$ cat src/rtl/alu_operand_regfile_pkg.sv
// Shared definitions for the ALU operand-issue stage and the ALU itself:
// datapath defaults and the 3-bit command encoding.
package alu_operand_regfile_pkg;

    localparam int ALU_WIDTH = 32;
    localparam int ALU_AW    = 5;
    localparam int ALU_NREGS = 32;

    typedef enum logic [2:0] {
        CMD_ADD  = 3'd0,
        CMD_SUB  = 3'd1,
        CMD_SLT  = 3'd2,
        CMD_XOR  = 3'd3,
        CMD_NAND = 3'd4,
        CMD_AND  = 3'd5,
        CMD_NOR  = 3'd6,
        CMD_OR   = 3'd7
    } alu_cmd_e;

endpackage

$ cat src/rtl/alu_operand_regfile_regfile_bank.sv
// General register storage: one write port, two combinational read ports.
// Register 0 is never written and always reads as zero.
module regfile_bank
    import alu_operand_regfile_pkg::*;
#(
    parameter int WIDTH = ALU_WIDTH,
    parameter int NREGS = ALU_NREGS,
    parameter int AW    = ALU_AW
) (
    input  logic             clk,
    input  logic             rst_n,
    input  logic             wr_en_i,
    input  logic [AW-1:0]    wr_addr_i,
    input  logic [WIDTH-1:0] wr_data_i,
    input  logic [AW-1:0]    rd_a_addr_i,
    output logic [WIDTH-1:0] rd_a_data_o,
    input  logic [AW-1:0]    rd_b_addr_i,
    output logic [WIDTH-1:0] rd_b_data_o
);

    logic [WIDTH-1:0] mem_q [NREGS];

    always_ff @(posedge clk or negedge rst_n) begin
        if (!rst_n) begin
            for (int i = 0; i < NREGS; i++) begin
                mem_q[i] <= '0;
            end
        end else if (wr_en_i && (wr_addr_i != '0)) begin
            mem_q[wr_addr_i] <= wr_data_i;
        end
    end

    // Entry 0 is also cleared at reset, but forcing the read keeps r0 correct
    // even if a future change lets a write slip through.
    always_comb begin
        rd_a_data_o = '0;
        rd_b_data_o = '0;
        if (rd_a_addr_i != '0) rd_a_data_o = mem_q[rd_a_addr_i];
        if (rd_b_addr_i != '0) rd_b_data_o = mem_q[rd_b_addr_i];
    end

endmodule

$ cat src/rtl/alu_operand_regfile.sv
// Operand-issue stage: register file read with write-to-read bypass, feeding
// registered operandA/operandB/command to the ALU one cycle after issue.
module alu_operand_regfile
    import alu_operand_regfile_pkg::*;
#(
    parameter int WIDTH = ALU_WIDTH,
    parameter int NREGS = ALU_NREGS,
    parameter int AW    = ALU_AW
) (
    input  logic             clk,
    input  logic             rst_n,
    input  logic             issue,
    input  logic [AW-1:0]    ra,
    input  logic [AW-1:0]    rb,
    input  logic [2:0]       cmd_in,
    input  logic             wr_en,
    input  logic [AW-1:0]    wr_addr,
    input  logic [WIDTH-1:0] wr_data,
    output logic [WIDTH-1:0] operandA,
    output logic [WIDTH-1:0] operandB,
    output logic [2:0]       command,
    output logic             op_valid
);

    // Valid semantics: op_valid is high for exactly one cycle per issue, the
    // cycle after it; there is no ready, the ALU always accepts the operands.
    logic [WIDTH-1:0] bank_a, bank_b;
    logic [WIDTH-1:0] operand_a_d, operand_b_d;
    logic [WIDTH-1:0] operand_a_q, operand_b_q;
    logic [2:0]       command_d, command_q;
    logic             op_valid_d, op_valid_q;

    regfile_bank #(
        .WIDTH (WIDTH),
        .NREGS (NREGS),
        .AW    (AW)
    ) u_bank (
        .clk         (clk),
        .rst_n       (rst_n),
        .wr_en_i     (wr_en),
        .wr_addr_i   (wr_addr),
        .wr_data_i   (wr_data),
        .rd_a_addr_i (ra),
        .rd_a_data_o (bank_a),
        .rd_b_addr_i (rb),
        .rd_b_data_o (bank_b)
    );

    // A same-cycle write to the read register wins over stored contents;
    // r0 is excluded so a dropped write to r0 can never leak through.
    always_comb begin
        operand_a_d = operand_a_q;
        operand_b_d = operand_b_q;
        command_d   = command_q;
        op_valid_d  = 1'b0;
        if (issue) begin
            operand_a_d = (wr_en && (wr_addr == ra) && (ra != '0)) ? wr_data : bank_a;
            operand_b_d = (wr_en && (wr_addr == rb) && (rb != '0)) ? wr_data : bank_b;
            command_d   = cmd_in;
            op_valid_d  = 1'b1;
        end
    end

    always_ff @(posedge clk or negedge rst_n) begin
        if (!rst_n) begin
            operand_a_q <= '0;
            operand_b_q <= '0;
            command_q   <= CMD_ADD;
            op_valid_q  <= 1'b0;
        end else begin
            operand_a_q <= operand_a_d;
            operand_b_q <= operand_b_d;
            command_q   <= command_d;
            op_valid_q  <= op_valid_d;
        end
    end

    assign operandA = operand_a_q;
    assign operandB = operand_b_q;
    assign command  = command_q;
    assign op_valid = op_valid_q;

endmodule
$ cat config.mk
export PLATFORM = sky130hd
export DESIGN_NAME = alu_operand_regfile
export DESIGN_NICKNAME = d
export VERILOG_FILES = /design/src/rtl/alu_operand_regfile_pkg.sv /design/src/rtl/alu_operand_regfile_regfile_bank.sv /design/src/rtl/alu_operand_regfile.sv
export SDC_FILE = /design/constraint.sdc
export NUM_CORES = 2
export LEC_CHECK = 0
export ABC_CLOCK_PERIOD_IN_PS = 1700
export CAP_MARGIN = 10
export CORE_UTILIZATION = 45
export CTS_BUF_LIST = sky130_fd_sc_hd__clkbuf_4 sky130_fd_sc_hd__clkbuf_8
export DETAILED_ROUTE_END_ITERATION = 12
export MAX_ROUTING_LAYER = met4
export SYNTH_ARGS = -nofsm -noshare
export SYNTH_HDL_FRONTEND = slang
export SYNTH_HIERARCHICAL = 1
export SYNTH_SLANG_ARGS = --single-unit
$ cat constraint.sdc
create_clock -name clk -period 1.7 [get_ports clk]
set_clock_uncertainty 0.05 [all_clocks]
set_input_delay 0.51 -clock clk [delete_from_list [all_inputs] [get_ports clk]]
set_output_delay 0.51 -clock clk [all_outputs]
set_load 0.01 [all_outputs]
Yosys cells after proc, flatten, opt, wreduce, memory -nomap -nowiden:

Cells that the tools add are included.

* register bits after elaboration: 1092
* output and inout port bits: 68
* word-level logic and storage cells: 68

* magnitude comparators: 4
* equality and inequality tests: 2
* multiplexer cells: 14
* bitwise operators: 3
* reductions and logical operators: 9

Operator list (count)
* $bwmux W1024: 1
* $bmux W32 S5: 2
* $mux W32: 9
* $demux W32 S5: 1
* $ge A6 B6 Y1 const B: 3
* $not A5 Y6: 3
* $reduce_bool A5 Y1: 3
* $eq A5 B5 Y1: 2
* $logic_and A1 B1 Y1: 6
* $lt A6 B1 Y1 const B: 1
* $mux W1: 1

Depth between registers and ports, before layout:

* depth after elaboration: 6
* gate-level depth with buffers: 9
* gate-level depth less buffers: 6

Modules after synthesis:

The synthesis kept the hierarchy.

Modules (own cells, without submodules)
* regfile_bank: instances 1, cells each 3620, area an instance 54379.7 µm²
* alu_operand_regfile: instances 1, cells each 364, area an instance 3632.2 µm²

Least setup slack after synthesis:

Ideal clock, no wire load.

* kind: input to register
* start: input ra[0]
* end: register operand_a_q[10] (netlist: operandA[10])
* library setup time: 148 ps
* arrival time: 2101 ps
* required time: 1502 ps
* slack: -600 ps
* stages: 8
* buffers on the path: 2
* path through: buf_2 -> buf_2 -> mux4_2 -> nor2b_1 -> a211oi_1 -> a311oi_1 -> o311ai_0 -> o221ai_1

* longest elaborated chain between the ends: 6
* elaborated cells between the ends (all ways): 10
* those cells by class: eq/ne (1); mux (5); bitwise (1); reduce/logical (3)

RTL lines
* start: declaration: RTL line alu_operand_regfile.sv:13 `input logic [AW-1:0] ra,`
* $not A5 Y6 (implied by the code): RTL line alu_operand_regfile_regfile_bank.sv:38 `if (rd_a_addr_i != '0) rd_a_data_o = mem_q[rd_a_addr_i];`
* $bmux W32 S5: RTL line alu_operand_regfile_regfile_bank.sv:38
* $mux W32 (implied by the code) (2 in series): RTL line alu_operand_regfile_regfile_bank.sv:38
* $mux W32 (*): RTL line alu_operand_regfile_regfile_bank.sv:38
* net bank_a[10]: RTL line alu_operand_regfile.sv:27 `logic [WIDTH-1:0] bank_a, bank_b;`
* $mux W32 (*): RTL line alu_operand_regfile.sv:57 `operand_a_d = (wr_en && (wr_addr == ra) && (ra != '0)) ? wr_data : bank_a;`
* end signal: assignment: RTL line alu_operand_regfile.sv:71 `operand_a_q <= operand_a_d;`
* end: declaration: RTL line alu_operand_regfile.sv:29 `logic [WIDTH-1:0] operand_a_q, operand_b_q;`

Mark *: on every way through the listed nets, which the timed path passes. The rest lies on a longest branch. The select of a mux whose other input is x is not followed.
A chain may end at the register's enable or synchronous reset.

Final worst setup path:

* start: register operand_b_q[18] (netlist: operandB[18])
* end: output operandB[18]

RTL lines
* start: declaration: RTL line alu_operand_regfile.sv:29
* start signal: assignment: RTL line alu_operand_regfile.sv:72 `operand_b_q <= operand_b_d;`
* end: declaration: RTL line alu_operand_regfile.sv:20 `output logic [WIDTH-1:0] operandB,`

No word-level cell between the ends.

==> results <==
- The flow ran to the end, but the final reports show violations.
- The checks that failed: setup timing.
- The net switching power is between 20 and 25 mW.
- The DRC violation total after the first TritonRoute iteration is 4464.
- Relative to the synthesized area, the layout overhead comes to 32.15%.
- The cell class contributing the biggest share of worst-path delay is flip-flops.
- The number of global-route vias before repair was roughly 44000.
- The worst setup path is of the reg2out kind.
- For this run, the detailed router's first-pass iteration total came to 7.
- The count of flip-flops with a built-in enable after synthesis is 0.
- The cell type with the highest aggregate area in the netlist is sky130_fd_sc_hd__dfrtp_1.
- The initial antenna violation count is 4.
- The buffer levels on the longest clock path is 3.
- The clock network burns roughly 34% of the power.
- The number of sinks handled by clock tree synthesis is 1092.
- The number of buffers and inverters on the critical path is 1.
- The path type of the worst min-delay path is in2reg.
- The setup TNS is -37.37 ns.
- The half-perimeter wire length after placement is 145700 um.
- Data on the critical path is required at its endpoint by 1.14 ns.
- For this configuration, the core starts out at a cell density of 45.43%.
- The count of max-cap constraint violations is 0.
- In the post-synthesis netlist, the biggest area contributors are sky130_fd_sc_hd__dfrtp_1, sky130_fd_sc_hd__mux2_2, sky130_fd_sc_hd__mux4_2, sky130_fd_sc_hd__mux2i_1, sky130_fd_sc_hd__clkbuf_1.
- Setup repair after global routing could not meet its margin everywhere.
- The worst setup slack after layout is -0.4557 ns.
- Setup violations remaining at the end of the flow were counted as 195.
- After global routing the overflow that remains totals 0.
- The total area inside the core boundary comes to 0.1277 sq mm.
- about 120 I/O pins were placed.
- The synthesis-stage register bit count is ~1100.
- The maximum fanout along the worst path is 3.
- In the global route stage, overall resource usage came out at roughly a third.
- The overall die height is between 300 and 400 um.
- The total power is 83.12 mW.
- The cell-internal power is 59.61 mW.
- After detailed routing, the average wire length per cell comes to roughly 33 um.
- The headroom to the max-slew limit is approximately 45%.
- The cell with the largest stage delay on the worst path is sky130_fd_sc_hd__dfrtp_2.
- Counting I/O delays and the setup requirement, the final critical path takes 2.156 ns.
- The number of max-slew violations in the final report is 0.
- Timing would allow up to 0.4639 GHz.
- During placement, the flow inserted port buffers numbering around 120.
- The critical path capture point type is an output pin.
- Synthesis handed over a netlist of 3984 instances.
- STA puts the critical path data arrival time at roughly 1.6 ns.
- Counting flops with an async set or reset pin after synthesis yields a share of 100.0%.
- The CTS tree is yes.
- The congestion estimate from routability-driven global placement came to 0.9199.
- Detailed routing inserted a total of 42453 vias.
- Clock tree synthesis selected as its root buffer the cell sky130_fd_sc_hd__clkbuf_8.
- The largest net degree at the start of global routing is 78.
- The worst setup path is launched from a flop.
- The share of power burned in registers is 41.5%.
- The cell leakage power is 33.74 nW.
- The final layout net count is 4820.
- The net count of the mapped netlist is 4038.
- In the synthesized netlist, the cells that appear most often are sky130_fd_sc_hd__dfrtp_1, sky130_fd_sc_hd__mux2_2, sky130_fd_sc_hd__mux4_2.
- The die is between 300 and 400 um wide.
- The floorplan step defined a die boundary enclosing 0.1304 sq mm.
- Sequential cells were found to cover 47.10% of the synthesized design area.
- The flip-flop cell with the highest count after synthesis is sky130_fd_sc_hd__dfrtp_1.
- The total number of H-tree levels is 4.
- The worst-case IR drop observed on VDD is 0.8185 mV.
- The clock reaches the later pin of the worst-skew pair after 0.94 ns.
- The relative contribution of combinational cells to total power is 24.8%.
- The worst-margin pin slew is 0.8284 ns.
- After synthesis, the largest area contributor takes up 47.10% of total cell area.
- The total number of yosys warnings is 6.
- The standard-cell row count is 131.
- The wire length of the first global-routing pass is between 300000 and 400000 um.
- After detailed routing, the number of vias per cell comes to 6.446.
- The delay of the slowest critical-path stage is between 0.5 and 0.6 ns.
- Buffers inserted during clock tree synthesis total 189.
- The critical path goes through buf_6.
- In this run, distinct cell masters in the synthesized netlist total 43.
- For this block, the routed nets add up to 216700 um of wire.
- Among all cell types in the netlist, the one instantiated most often is sky130_fd_sc_hd__dfrtp_1.
- For this design the ratio of total power to cell area is 1084 mW/mm^2.
- In this run switching power makes up 28.28% of total power.
- The final cycle utilization of the critical path is 126.8%.
- The clock input transition at the sequential cells of the worst setup and hold paths is 0.06 ns.
- The cell area after synthesis is 0.05801 sq mm.
- The final hold violation count is 0.
- After detailed routing, the number of remaining DRC violations is 0.
- The mean area per synthesized cell is about 15 sq um.
- Of the cells placed in the final design, the portion with a size suffix greater than 1 is 64.86%.
- The number of nets with antenna violations after routing is 0.
==> state kept, by name, indices dropped and copies added, names as in the netlist <==
register / flops
command: 3
operandB: 32
u_bank/mem_q: 1024
operandA: 32
op_valid: 1
==> cells in the final DEF, fill, tap and decap left out, types with 22 or more instances in the layout <==
cell,count
sky130_fd_sc_hd__mux2_2,825
sky130_fd_sc_hd__a22oi_1,48
sky130_fd_sc_hd__clkinv_2,24
sky130_fd_sc_hd__clkdlybuf4s50_1,37
sky130_fd_sc_hd__inv_1,47
sky130_fd_sc_hd__dfrtp_1,1080
sky130_fd_sc_hd__buf_2,43
sky130_fd_sc_hd__buf_4,685
sky130_fd_sc_hd__clkbuf_8,249
sky130_fd_sc_hd__o21ai_4,22
sky130_fd_sc_hd__o311ai_2,22
sky130_fd_sc_hd__a211oi_2,48
sky130_fd_sc_hd__buf_6,55
sky130_fd_sc_hd__mux2_1,23
sky130_fd_sc_hd__a221oi_1,30
sky130_fd_sc_hd__mux2i_1,123
sky130_fd_sc_hd__mux2_4,211
sky130_fd_sc_hd__clkbuf_4,45
sky130_fd_sc_hd__buf_12,233
sky130_fd_sc_hd__mux4_2,448
sky130_fd_sc_hd__o21ai_2,40
sky130_fd_sc_hd__a311oi_2,33
sky130_fd_sc_hd__o221ai_1,41
sky130_fd_sc_hd__nand2_1,64
sky130_fd_sc_hd__o21ai_0,30
sky130_fd_sc_hd__nor2b_1,70
==> worst reg2reg max path, cell delays in order (launching register included) <==
cell and delay (ns):
sky130_fd_sc_hd__dfrtp_1 0.41, sky130_fd_sc_hd__mux4_2 0.49, sky130_fd_sc_hd__nor2b_4 0.14, sky130_fd_sc_hd__a211oi_2 0.20
sky130_fd_sc_hd__buf_4 0.15, sky130_fd_sc_hd__a311oi_2 0.04, sky130_fd_sc_hd__buf_4 0.20, sky130_fd_sc_hd__o311ai_2 0.07
sky130_fd_sc_hd__o221ai_1 0.15
==> cell type report <==
| class | count | area (sq um) |
|---|---|---|
| antenna | 4 | 10.01 |
| clock buffer | 294 | 3765 |
| clock inverter | 51 | 650.6 |
| fill | 9779 | 51020 |
| inverter | 49 | 188.9 |
| multi-input combinational | 2365 | 31370 |
| sequential | 1092 | 27340 |
| tap | 1662 | 2079 |
| timing repair buffer | 1069 | 11250 |
==> metal layers <==
metal  GRT usage [%]  up-vias  part of all wire, %
met2           51.27     2044                   46
met4           12.61        0                  3.9
met3           7.424      478                  8.6
met1           46.60    22850                   42
li1                -    17081                    -
met5               -        -                    0
==> power groups by stage <==
stage	combinational, mW	clock (mW)	sequential, mW
floorplan	11.7	0	33.7
global placement	18.6	0	34.6
detailed placement	19.0	0	34.8
CTS	19.9	28.4	34.4
global route	21.7	29.5	35.1
finish	20.6	28.0	34.5
==> stage by stage <==
step	hold WS, ns	worst slack, ns	cells	utilization, %	cell area (sq um)
after floorplan	0.1644	-0.4982	3984	-	59290
after global placement	0.3263	-1.239	6226	54.77	69930
after detailed placement	0.3327	-1.317	6226	54.77	69930
after CTS	0.07042	-0.5069	6575	59.28	75690
after global routing	0.1147	-0.4863	6586	60.04	76660
final	0.1418	-0.4557	6586	60.04	76660
==> final timing paths <==
| kind | start | to | slack, ns | depth (start not counted) |
|---|---|---|---|---|
| setup / recovery | operandB[18] | operandB[18] | -0.46 | 1 |
| hold / removal | cmd_in[1] | command[1] | 0.14 | 2 |
| setup reg to reg | u_bank/mem_q[916] | operandA[20] | -0.34 | 8 |
| hold reg to reg | u_bank/mem_q[999] | u_bank/mem_q[999] | 0.34 | 0 |
| max in group asynchronous | rst_n | u_bank/mem_q[208] | 0.15 | 3 |
| min in group asynchronous | rst_n | u_bank/mem_q[240] | 0.22 | 3 |
==> cell families (layout without fill, tap and decap cells) <==
| family | after synthesis | after routing | synth area share (%) |
|---|---|---|---|
| muxes | 1635 | 1635 | 40.16 |
| DFF | 1092 | 1092 | 47.10 |
| buffers and inverters | 527 | 1463 | 4.091 |
| AOI/OAI and AO/OA | 482 | 482 | 6.307 |
| and+or+nand+nor | 240 | 240 | 2.206 |
| xor gates and xnor gates | 8 | 8 | 0.1337 |
| other | 0 | 4 | 0 |
==> timing repair <==
| item | 4_1_cts | 5_1_grt |
|---|---|---|
| endpoints found under the setup margin | 595 | 316 |
| resized for setup | 677 | 159 |
| cloned | 1 | 1 |
| buffers inserted | 27 | 11 |
| pin swaps | 96 | 88 |
| hold buffers | 3 | 0 |
| hold endpoints to repair | 1093 | 0 |
Power figures use the tool's default switching activity.
